`config.mk`:
```
export PLATFORM = sky130hd
export DESIGN_NAME = adder_subtractor
export DESIGN_NICKNAME = d
export VERILOG_FILES = /design/src/rtl/adder_subtractor.sv
export SDC_FILE = /design/constraint.sdc
export NUM_CORES = 1
export LEC_CHECK = 0
export BUFFER_PORTS_ARGS = -buffer_cell sky130_fd_sc_hd__buf_4
export CORE_MARGIN = 2
export CORE_UTILIZATION = 55
export CTS_CLUSTER_SIZE = 20
export DETAILED_ROUTE_END_ITERATION = 8
export GPL_ROUTABILITY_DRIVEN = 0
export GPL_TIMING_DRIVEN = 0
export MAX_ROUTING_LAYER = met4
export PLACE_DENSITY = 0.8
export RECOVER_POWER = 100
export SLEW_MARGIN = 20
export SYNTH_ARGS = -nofsm -noshare
export SYNTH_HDL_FRONTEND = slang
export SYNTH_SLANG_ARGS = --single-unit
```
`constraint.sdc`:
```
create_clock -name clk -period 67.7 [get_ports clk]
set_input_delay 0 -clock clk [delete_from_list [all_inputs] [get_ports clk]]
set_output_delay 0 -clock clk [all_outputs]
set_load 0.05 [all_outputs]
```
`src/rtl/adder_subtractor.sv`:
```
// rtl/adder_subtractor.sv - bit-sliced registered adder/subtractor/logic unit with carry, overflow, zero and negative flags
module adder_subtractor #(
    parameter int WIDTH = 64
) (
    input  logic             clk,
    input  logic             reset,
    input  logic [2:0]       cntrl,
    input  logic [WIDTH-1:0] A,
    input  logic [WIDTH-1:0] B,
    output logic [WIDTH-1:0] result,
    output logic             carry_out,
    output logic             overflow,
    output logic             zero,
    output logic             negative
);

    logic             is_arith;
    logic             invert_b;
    logic [WIDTH:0]   carry;
    logic [WIDTH-1:0] slice_out;

    logic [WIDTH-1:0] result_d, result_q;
    logic             carry_out_d, carry_out_q;
    logic             overflow_d, overflow_q;
    logic             zero_d, zero_q;
    logic             negative_d, negative_q;

    assign is_arith = (cntrl[2:1] == 2'b01);
    assign invert_b = is_arith & cntrl[0];
    assign carry[0] = cntrl[0];

    // One full adder/subtractor plus 8:1 operation mux per bit; carry ripples upward.
    for (genvar i = 0; i < WIDTH; i++) begin : g_slice
        logic       b_eff;
        logic       sum;
        logic [7:0] sel_in;

        assign b_eff      = B[i] ^ invert_b;
        assign sum        = A[i] ^ b_eff ^ carry[i];
        assign carry[i+1] = (A[i] & b_eff) | (A[i] & carry[i]) | (b_eff & carry[i]);

        assign sel_in = {1'b0, A[i] ^ B[i], A[i] | B[i], A[i] & B[i],
                         sum, sum, 1'b0, B[i]};
        assign slice_out[i] = sel_in[cntrl];
    end

    always_comb begin
        result_d    = slice_out;
        carry_out_d = is_arith & carry[WIDTH];
        overflow_d  = is_arith & (carry[WIDTH-1] ^ carry[WIDTH]);
        zero_d      = (slice_out == '0);
        negative_d  = slice_out[WIDTH-1];
    end

    always_ff @(posedge clk) begin
        if (reset) begin
            result_q    <= '0;
            carry_out_q <= 1'b0;
            overflow_q  <= 1'b0;
            zero_q      <= 1'b1;
            negative_q  <= 1'b0;
        end else begin
            result_q    <= result_d;
            carry_out_q <= carry_out_d;
            overflow_q  <= overflow_d;
            zero_q      <= zero_d;
            negative_q  <= negative_d;
        end
    end

    assign result    = result_q;
    assign carry_out = carry_out_q;
    assign overflow  = overflow_q;
    assign zero      = zero_q;
    assign negative  = negative_q;

endmodule

```
Word level (Yosys, flattened, before mapping)
Cells that the tools add are included.
{ "classes": {"n_reduce_logical": 1, "eq_ne": 1, "muxes": 128, "bitwise_logic": 708, "magnitude_cmp": 1} }
{ "op_table": {"columns": ["op", "n"], "rows": [
  ["$and A1 B1 Y1", 259],
  ["$xor A1 B1 Y1", 257],
  ["$bmux W1 S3", 64],
  ["$or A1 B1 Y1", 192],
  ["$logic_not A64 Y1", 1],
  ["$mux W1", 64],
  ["$lt A3 B4 Y1 const B", 1],
  ["$eq A2 B1 Y1 const B", 1]
]} }
{ "totals": {"out_inout_bits": 68, "reg_bits": 68, "inputBits": 133} }

Logic depth before layout (Yosys ltp)
Gate-level depths: netlist of the first run.
{ "depth": {"depth_word": 197, "ltp_mapped": 78, "depth_no_buf": 73} }

Worst setup path after synthesis of the first run
Ideal clock, no wire load.
{ "synth_timing": {"kind": "input-to-reg", "startpoint": "in cntrl[0]", "endpoint": "reg zero_q (netlist: zero)", "cell_stages": 77, "arrival_ns": 28.660, "path_slack_ns": 38.980, "n_path_buf": 4, "path_cell_list": "clkbuf_1 buf_2 nand3b_1 buf_2 buf_2 xnor2_1 fa_1 inv_1 fa_1 inv_1 fa_1 fa_1 fa_1 fa_1 fa_1 fa_1 fa_1 fa_1 (+41 left out) fa_1 fa_1 fa_1 fa_1 fa_1 fa_1 fa_1 fa_1 fa_1 fa_1 fa_1 fa_1 fa_1 nor2b_1 o31ai_1 nand4_1 nor4_1 a41o_1"} }
{ "synth_via": {"elab_chain_len": 195, "elab_cells_between_ends": 637, "cone_classes": "mux (128); bitwise (508); reduce/logical (1)"} }
{ "synth_rtl": {"columns": ["item", "line", "source"], "rows": [
  ["from (decl)", "7", "input logic [2:0] cntrl,"],
  ["$and A1 B1 Y1", "29", "assign invert_b = is_arith & cntrl[0];"],
  ["$xor A1 B1 Y1", "38", "assign b_eff = B[i] ^ invert_b;"],
  ["$and A1 B1 Y1", "40", "assign carry[i+1] = (A[i] & b_eff) | (A[i] & carry[i]) | (b_eff & carry[i]);"],
  ["$or A1 B1 Y1 (2 in series)", "40", null],
  ["$and A1 B1 Y1", "40", null],
  ["$or A1 B1 Y1 (2 in series)", "40", null],
  ["$and A1 B1 Y1", "40", null],
  ["$or A1 B1 Y1 (2 in series)", "40", null],
  ["(+174 left out)", null, null],
  ["$and A1 B1 Y1", "40", null],
  ["$or A1 B1 Y1 (2 in series)", "40", null],
  ["$and A1 B1 Y1", "40", null],
  ["$or A1 B1 Y1 (2 in series)", "40", null],
  ["$xor A1 B1 Y1", "39", "assign sum = A[i] ^ b_eff ^ carry[i];"],
  ["$bmux W1 S3", "44", "assign slice_out[i] = sel_in[cntrl];"],
  ["$mux W1 (implied by the code)", "44", null],
  ["$logic_not A64 Y1 *", "51", "zero_d = (slice_out == '0);"],
  ["to (signal assigned)", "66", "zero_q <= zero_d;"],
  ["to (decl)", "25", "logic zero_d, zero_q;"]
]} }
Every way passes the cells marked *; elsewhere a longest branch is shown, timed or not. The select of a mux whose other input is x is not followed.
A chain may end at the register's enable or synchronous reset.

Final worst setup path of the first run
Same ends and word-level chain as after synthesis.

==> results.cfg, run 1 <==
[setup_path]
end_kind = flip-flop
critPathMaxFanout = 10
criticalPathCategory = input pin to flip-flop
start_kind = input pin
cp_common_cell = fa_1
cp_data_required_time_ns = 67.98
worst-endpoint-arrival_ns = 32.39
critPathMaxStageDelay_ns = 0.64
cp_slowest_cell = clkbuf_1

[sta]
hold_slack_ns = 0.1744
worst-slew-pin-transition_ns = 0.9779
final-setup-viol-count = 0
max_freq_ghz = 0.03114
rsz0062_at_grt = no
fin_ws_ns = 35.59
period_needed_ns = 32.11
drv_slew = 0
hold_violations = 0
slew_headroom = 0.3480
fin_crit_sh = 0.4743
fin_tns_setup_ns = 0

[power]
p_per_area_nw_per_um2 = 16.57
power.total_mw = 0.1701
irDropWorstVdd_mv = 0.01326
leakage_nw = 4.915

[finish]
nNetsFinal = 1484
drive_above_1_share = 0.1624
area_delta_synth_final_pct = 20.46
postLayoutCellArea_sq_um = 10260
nFillCells = 1275
antenna_cells = 0

[global_routing]
grt_start_max_net_pins = 11
antenna_found_initial = 0
grt_pass1_wl_um = 45260
grt_pass1_vias = 8618
grt.total_usage = 0.3744
grt_overflow_total = 0

[logic_synthesis]
synthFlopType = dfxtp_1
synth_most_common_cell = inv_1
yosys-top-cells-count = inv_1, ha_1, nor2_1
netlist_area_sq_um = 8518
yosysTopAreaCellShare = 0.1880
synth.distinct_cells = 25
syn_inst = 949
yosysSeqAreaShare = 0.1575
synth_area_leaders = ha_1, dfxtp_1, fa_1, mux2i_1, xnor2_1
async_reset_ff_frac = 0
ys_seq_elements = 67
synth_fp_nets = 1274
ys_warn_count = 0
synth_area_leader_cell = ha_1
avgSynthCellArea_sq_um = 8.976
synth-edff-count = 0

[routing]
post-route-drc-count = 0
routed_via_density = 6.112
dr.pass1.iters = 5
wl_um = 29320
drtAntennaViolNets = 0
vias = 8263
drt-initial-drc-count = 842
wl_per_cell_um = 21.68

[cts]
cts_tree = done
post_cts_buffers = 0
cts.htree.levels = 3
cts-root-buf = clkbuf_16
clockBufferDepth = 2
cts_made_buffers = 9
cts.reportedPaths.clkPinSlew_ns = 0.06
ctsHoldBuffers = 1
cts_resized = 0
cts.sinks = 67

[worst_hold_path]
holdPathEnd = carry_out$_SDFF_PP0_
hold_start = A[63]
hold_class = input pin to flip-flop
min_path_cells = 4

[floorplan]
start_util = 0.5624
core-area_sq_um = 15150
num_rows = 45
io_pins = 201
die-width_um = 128.5
die_area_sq_um = 16500
die_h_um = 128.5

[place]
dpl_cell_area_sq_um = 10240
numPortBuffers = 198
hpwl_um = 22070
dpl_worst_slack_ns = 36.34

[run]
max-cap-violations = 0

[status]
status = finished clean
## sequential cells by signal, indices dropped and copies added (netlist names)
signal,count
carry_out,1
overflow,1
result,64
zero,1
## area by class of cell
class	count	area (sq um)	share of cell area
flip-flops and latches	67	1341	0.1307
multi-input cells	678	6299	0.6138
clock inverters	2	10.01	0.0009755
inverters	131	491.7	0.04792
clock buffers	14	264.0	0.02573
well taps	188	235.2	0.02292
plain buffers	73	382.9	0.03731
repair buffers	199	1237	0.1206
## critical path, delay by kind of cell
family | cells | cell delay, ns
and+or+nand+nor | 4 | 0.77
xor gates and xnor gates | 1 | 0.27
adders and majority gates | 64 | 28.32
buffers and inverters | 7 | 2.39
AOI/OAI and AO/OA | 2 | 0.60
## metrics by stage
stage	util	instances
global route	0.6775	1352
CTS	0.6948	1352
detailed placement	0.6761	1335
global placement	0.6761	1335
finish	0.6775	1352
floorplan	-	949
## worst max-delay path by stage
stage	startpoint	end	slack, ns	cells after the start
2_1_floorplan	cntrl[0]	zero$_SDFF_PP1_	38.98	77
3_3_place_gp	cntrl[0]	zero$_SDFF_PP1_	36.35	78
3_5_place_dp	cntrl[0]	zero$_SDFF_PP1_	36.34	78
4_1_cts	cntrl[0]	zero$_SDFF_PP1_	36.57	78
5_1_grt	cntrl[0]	zero$_SDFF_PP1_	34.86	78
6_report	cntrl[0]	zero$_SDFF_PP1_	35.59	78
## routing by layer
| layer | wire length [um] | global-route usage |
|---|---|---|
| met3 | 3798 | 0.1031 |
| met4 | 1733 | 0.2049 |
| met5 | 0 | - |
| met1 | 10830 | 0.4498 |
| met2 | 12960 | 0.5701 |
## placed cells by master, fill, tap and decap left out, types with 2 or more instances in the layout
| cell type | Yosys | final |
|---|---|---|
| inv_1 | 131 | 131 |
| clkbuf_8 | 0 | 2 |
| fa_1 | 64 | 64 |
| buf_2 | 36 | 33 |
| clkbuf_16 | 0 | 9 |
| xnor2_1 | 65 | 65 |
| nor3_1 | 63 | 63 |
| clkbuf_1 | 22 | 97 |
| buf_4 | 8 | 137 |
| nor2b_1 | 63 | 63 |
| o31ai_1 | 65 | 65 |
| dfxtp_1 | 67 | 67 |
| nor4_1 | 4 | 4 |
| nor2_1 | 77 | 77 |
| mux2i_1 | 64 | 64 |
| nand4_1 | 16 | 16 |
| buf_6 | 5 | 5 |
| clkinv_2 | 0 | 2 |
| o221ai_1 | 53 | 53 |
| o32ai_1 | 10 | 10 |
| ha_1 | 128 | 128 |
| buf_1 | 2 | 2 |
## kinds of logic after synthesis
kind of cell | after synthesis | synth area share
compound gates | 131 | 0.1244
xor+xnor | 65 | 0.06683
fa+ha+maj | 192 | 0.3384
buf+inv | 204 | 0.1031
flops | 67 | 0.1575
mux | 64 | 0.07521
simple gates | 226 | 0.1345
## power breakdown
part	internal (mW)	switching, mW	leakage [nW]
Clock	0.0267	0.0179	0.137
Combinational	0.0289	0.0525	4.22
Sequential	0.0432	0.000891	0.557
(Power assumes the default switching activity.)
==> run 2, diff against run 1 <==
--- a/config.mk
+++ b/config.mk
@@ -7,13 +7,13 @@
 export LEC_CHECK = 0
 export BUFFER_PORTS_ARGS = -buffer_cell sky130_fd_sc_hd__buf_4
 export CORE_MARGIN = 2
-export CORE_UTILIZATION = 55
+export CORE_UTILIZATION = 51
 export CTS_CLUSTER_SIZE = 20
 export DETAILED_ROUTE_END_ITERATION = 8
 export GPL_ROUTABILITY_DRIVEN = 0
 export GPL_TIMING_DRIVEN = 0
 export MAX_ROUTING_LAYER = met4
-export PLACE_DENSITY = 0.8
+export PLACE_DENSITY = 0.78
 export RECOVER_POWER = 100
 export SLEW_MARGIN = 20
 export SYNTH_ARGS = -nofsm -noshare
==> constraint.sdc (replaced) <==
create_clock -name clk -period 26.7 [get_ports clk]
set_input_delay 0 -clock clk [delete_from_list [all_inputs] [get_ports clk]]
set_output_delay 0 -clock clk [all_outputs]
set_load 0.05 [all_outputs]
==> run 2 against run 1 <==
Compared with the run above: the flow now finishes with violations (setup timing); critical path depth is 1 lower; clock-buffer cell count shrank 3; non-clock buffer count grew 15; power grew to 2.8 times the previous value.
==> results.cfg, run 2 (synthesis gave the netlist of run 1 again) <==
[finish]
largest_reg_flops = 64
final_util = 0.6555
nFillCells = 1383
seq_area_sq_um = 1341
area_delta_synth_final_pct = 26.70
multi_input_area_sq_um = 6495
nNetsFinal = 1499
final_common_cell = buf_4
drive_above_1_share = 0.2383
layout_common_cells = buf_4, inv_1, ha_1
antenna_cells = 0

[sta]
final-setup-viol-count = 1
rsz0062_at_grt = yes
fin_tns_setup_ns = -0.08084
fin_ws_ns = -0.08084
hold_slack_ns = 0.1333
slew_headroom = 0.4055
period_needed_ns = 26.78
hold_violations = 0
worst-slew-pin-transition_ns = 0.8918
fin_crit_sh = 1.003
max_freq_ghz = 0.03734
drv_slew = 0

[worst_hold_path]
hold_start = cntrl[2]
holdPathEnd = result[53]$_SDFF_PP0_
min_path_cells = 4
hold_class = input pin to flip-flop

[floorplan]
core-area_sq_um = 16470
num_rows = 47
die_area_sq_um = 17750
start_util = 0.5173
die_h_um = 133.2
die-width_um = 133.2
io_pins = 201

[setup_path]
critPathMaxFanout = 4
cp_data_required_time_ns = 26.98
worst-endpoint-arrival_ns = 27.06
end_kind = flip-flop
cp_common_cell = fa_2
criticalPathCategory = input pin to flip-flop
start_kind = input pin
cp_slowest_cell = fa_1
critPathMaxStageDelay_ns = 0.54

[routing]
post-route-drc-count = 0
drtAntennaViolNets = 0
dr.pass1.iters = 7
drt-initial-drc-count = 965
routed_via_density = 5.984
wl_per_cell_um = 22.03
wl_um = 30820
vias = 8371

[power]
combPwrFrac = 0.464
swShare = 0.3988
p_sw_mw = 0.1884
irDropWorstVdd_mv = 0.03583
intPower_mw = 0.2840
leakage_nw = 5.028
p_per_area_nw_per_um2 = 43.77
seq_power_share = 0.237
power.total_mw = 0.4724
power_frac_clock = 0.300

[cts]
cts.reportedPaths.clkPinSlew_ns = 0.05
cts-root-buf = clkbuf_16
cts.sinks = 67
cts_tree = done
cts_made_buffers = 9
clockBufferDepth = 2
cts.htree.levels = 3

[global_routing]
grt_start_max_net_pins = 20
met1_usage = 0.4258
grt_pass1_wl_um = 46080
grt_overflow_total = 0
met3_usage = 0.09399
grt.total_usage = 0.3514
grt_pass1_vias = 8588
antenna_found_initial = 0
top_usage_layer = met2
grt_use_met2 = 0.5256

[status]
status = finished, violations left
violations = setup timing

[run]
max-cap-violations = 0

[place]
hpwl_um = 22340
numPortBuffers = 198
[run 2: per-layer routing]
layer  up-vias  wire length [um]
li1       3681                 -
met2       668             12980
met4         0              2316
met5         -                 0
met3       206              4139
met1      3816             11390
[run 2: cell type report]
| class | count | share of cell area |
|---|---|---|
| Multi-Input combinational cell | 678 | 0.6018 |
| Timing Repair Buffer | 218 | 0.1305 |
| Sequential cell | 67 | 0.1243 |
| Inverter | 131 | 0.04556 |
| Buffer | 69 | 0.04057 |
| Tap cell | 220 | 0.02550 |
| Clock buffer | 11 | 0.02249 |
| Clock inverter | 5 | 0.009274 |
[run 2: power by group through the flow]
stage	Clock (mW)	Sequential [mW]	Combinational (mW)
4_1_cts	0.142	0.112	0.219
6_report	0.142	0.112	0.219
3_3_place_gp	0	0.114	0.207
5_1_grt	0.146	0.113	0.237
2_1_floorplan	0	0.147	0.108
3_5_place_dp	0	0.114	0.213
[run 2: worst max-delay path: cells and delay by family]
family                   cells  cell delay (ns)
buffers and inverters        6             0.58
adder cells (fa/ha/maj)     64            25.09
AO/OA/AOI/OAI                2             0.53
XOR/XNOR                     1             0.14
AND/OR/NAND/NOR              4             0.70
[run 2: metrics by stage]
stage	setup WS [ns]	cells	area [sq um]
after floorplan	0.03773	949	8622
after global placement	-1.999	1367	10380
after detailed placement	-2.019	1367	10380
after CTS	-0.1374	1384	10860
after global routing	-0.6193	1399	10790
final	-0.08084	1399	10790
[run 2: worst max-delay path by stage]
| stage | slack [ns] | to | start |
|---|---|---|---|
| CTS | -0.14 | zero$_SDFF_PP1_ | cntrl[0] |
| detailed placement | -2.02 | zero$_SDFF_PP1_ | cntrl[0] |
| finish | -0.08 | zero$_SDFF_PP1_ | cntrl[0] |
| floorplan | 0.04 | zero$_SDFF_PP1_ | cntrl[1] |
| global placement | -2.00 | zero$_SDFF_PP1_ | cntrl[0] |
| global route | -0.62 | zero$_SDFF_PP1_ | cntrl[0] |
[run 2: repair_timing]
action	4_1_cts	5_1_grt
gates resized for setup	38	18
cloned	0	1
setup endpoints to repair	7	2
pin swaps	14	17
endpoints found under the hold margin	2	0
setup buffers	2	16
hold buffers	1	0
==> run 3, diff against run 2 <==
--- a/config.mk
+++ b/config.mk
@@ -8,6 +8,7 @@
 export BUFFER_PORTS_ARGS = -buffer_cell sky130_fd_sc_hd__buf_4
 export CORE_MARGIN = 2
 export CORE_UTILIZATION = 51
+export CTS_BUF_LIST = sky130_fd_sc_hd__clkbuf_4
 export CTS_CLUSTER_SIZE = 20
 export DETAILED_ROUTE_END_ITERATION = 8
 export GPL_ROUTABILITY_DRIVEN = 0
==> run 3 against run 2 <==
Compared with the run above: the run now ends clean; clock power down 37%; clock-buffer cell count down 1; first-iteration DRC count down 0.31%; flip-flop and latch count unchanged; sequential share of layout area up 0.40 points; power down 12%; largest cell class unchanged.
==> results.cfg, run 3 (synthesis gave the netlist of run 1 again) <==
[status]
status = finished clean

[cts]
cts.sinks = 67
cts.reportedPaths.clkPinSlew_ns = 0.12
cts_tree = done
cts-root-buf = clkbuf_4
cts.htree.levels = 3
cts_made_buffers = 9
clockBufferDepth = 2

[sta]
fin_crit_sh = 0.9920
slew_headroom = 0.4220
drv_slew = 0
fin_ws_ns = 0.2132
period_needed_ns = 26.49
max_freq_ghz = 0.03775
final-setup-viol-count = 0
rsz0062_at_grt = yes
worst-slew-pin-transition_ns = 0.8670
hold_violations = 0

[finish]
fin_cells = 1386
nNetsFinal = 1485
area_delta_synth_final_pct = 22.78
final_common_cell = buf_4
nFillCells = 1453
layout_common_cells = buf_4, inv_1, ha_1
drive_above_1_share = 0.2240
largest_reg_flops = 64
final_util = 0.6352
postLayoutCellArea_sq_um = 10460

[place]
hpwl_um = 22340
numPortBuffers = 198
dpl_cell_area_sq_um = 10380
dp.cells = 1367
dpl_worst_slack_ns = -2.019

[run]
max-cap-violations = 0

[floorplan]
core-area_sq_um = 16470
die_area_sq_um = 17750
start_util = 0.5173
die-width_um = 133.2
die_h_um = 133.2
io_pins = 201
num_rows = 47

[routing]
routed_via_density = 5.984
wl_um = 30050
wl_per_cell_um = 21.68
drtAntennaViolNets = 0
drt-initial-drc-count = 962
vias = 8294
dr.pass1.iters = 5
post-route-drc-count = 0

[power]
power.total_mw = 0.4150
p_per_area_nw_per_um2 = 39.68
leakage_nw = 4.870
irDropWorstVdd_mv = 0.02064

[setup_path]
cp_common_cell = fa_2
end_kind = flip-flop
critPathMaxStageDelay_ns = 0.52
cp_data_required_time_ns = 27.09
cp_slowest_cell = fa_1
critPathMaxFanout = 19
start_kind = input pin
worst-endpoint-arrival_ns = 26.88
criticalPathCategory = input pin to flip-flop

[worst_hold_path]
min_path_cells = 3
hold_start = cntrl[2]
holdPathEnd = result[39]$_SDFF_PP0_
hold_class = input pin to flip-flop

[global_routing]
grt.total_usage = 0.3482
grt_start_max_net_pins = 20
grt_overflow_total = 0
antenna_found_initial = 1
grt_pass1_vias = 8587
grt_pass1_wl_um = 45830
==> run 3: changes by cell type in the layout (fill, tap and decap cells not counted), sizes merged <==
cell,change
diode,+1
clkbuf,-2
clkinv,+1
buf,-13
==> run 3: through the flow <==
stage          hold WS, ns  TNS [ns]
6_report           0.02294         0
3_3_place_gp        0.3546    -7.352
2_1_floorplan       0.1755         0
4_1_cts            0.02853         0
5_1_grt            0.02490   -0.3672
3_5_place_dp        0.3466    -7.492
==> run 3: cell type report <==
type / instances / area (sq um) / area share
flip-flops and latches: 67 / 1341 / 0.1282
clock buffers: 10 / 75.07 / 0.007178
multi-input cells: 678 / 6469 / 0.6185
inverters: 131 / 491.7 / 0.04702
clock inverters: 6 / 103.9 / 0.009929
repair buffers: 203 / 1271 / 0.1215
well taps: 220 / 275.3 / 0.02632
diodes: 1 / 2.502 / 0.0002393
plain buffers: 70 / 429.2 / 0.04103
==> run 3: worst max-delay path, delay by kind of cell <==
| family | cells | cell delay, ns |
|---|---|---|
| fa+ha+maj | 64 | 24.74 |
| buf+inv | 6 | 0.75 |
| simple gates | 4 | 0.70 |
| compound gates | 2 | 0.53 |
| xor+xnor | 1 | 0.14 |
==> run 3: worst max-delay path by stage <==
stage,startpoint,cells after the start,slack (ns),endpoint
3_3_place_gp,cntrl[0],78,-2.00,zero$_SDFF_PP1_
3_5_place_dp,cntrl[0],78,-2.02,zero$_SDFF_PP1_
5_1_grt,cntrl[0],77,-0.37,zero$_SDFF_PP1_
6_report,cntrl[0],77,0.21,zero$_SDFF_PP1_
2_1_floorplan,cntrl[1],78,0.04,zero$_SDFF_PP1_
4_1_cts,cntrl[0],78,0.01,zero$_SDFF_PP1_
==> run 3: report_power, final <==
group	total, mW	internal, mW	switching, mW	leakage (nW)
logic	0.214	0.0784	0.136	4.22
clock network	0.0890	0.0478	0.0412	0.0978
registers	0.112	0.109	0.00241	0.557
==> run 3: repair_timing <==
action,CTS,global route
resized for setup,37,5
setup buffers,2,2
pin swaps,14,12
hold buffers,1,0
endpoints found under the hold margin,2,0
endpoints found under the setup margin,6,2
==> run 3: layer usage <==
layer,global-route usage,part of all wire,vias to the layer above
met5,-,0,-
met4,0.2015,0.069,0
met3,0.09323,0.12,182
met2,0.5268,0.43,627
met1,0.4194,0.37,3837
li1,-,-,3648
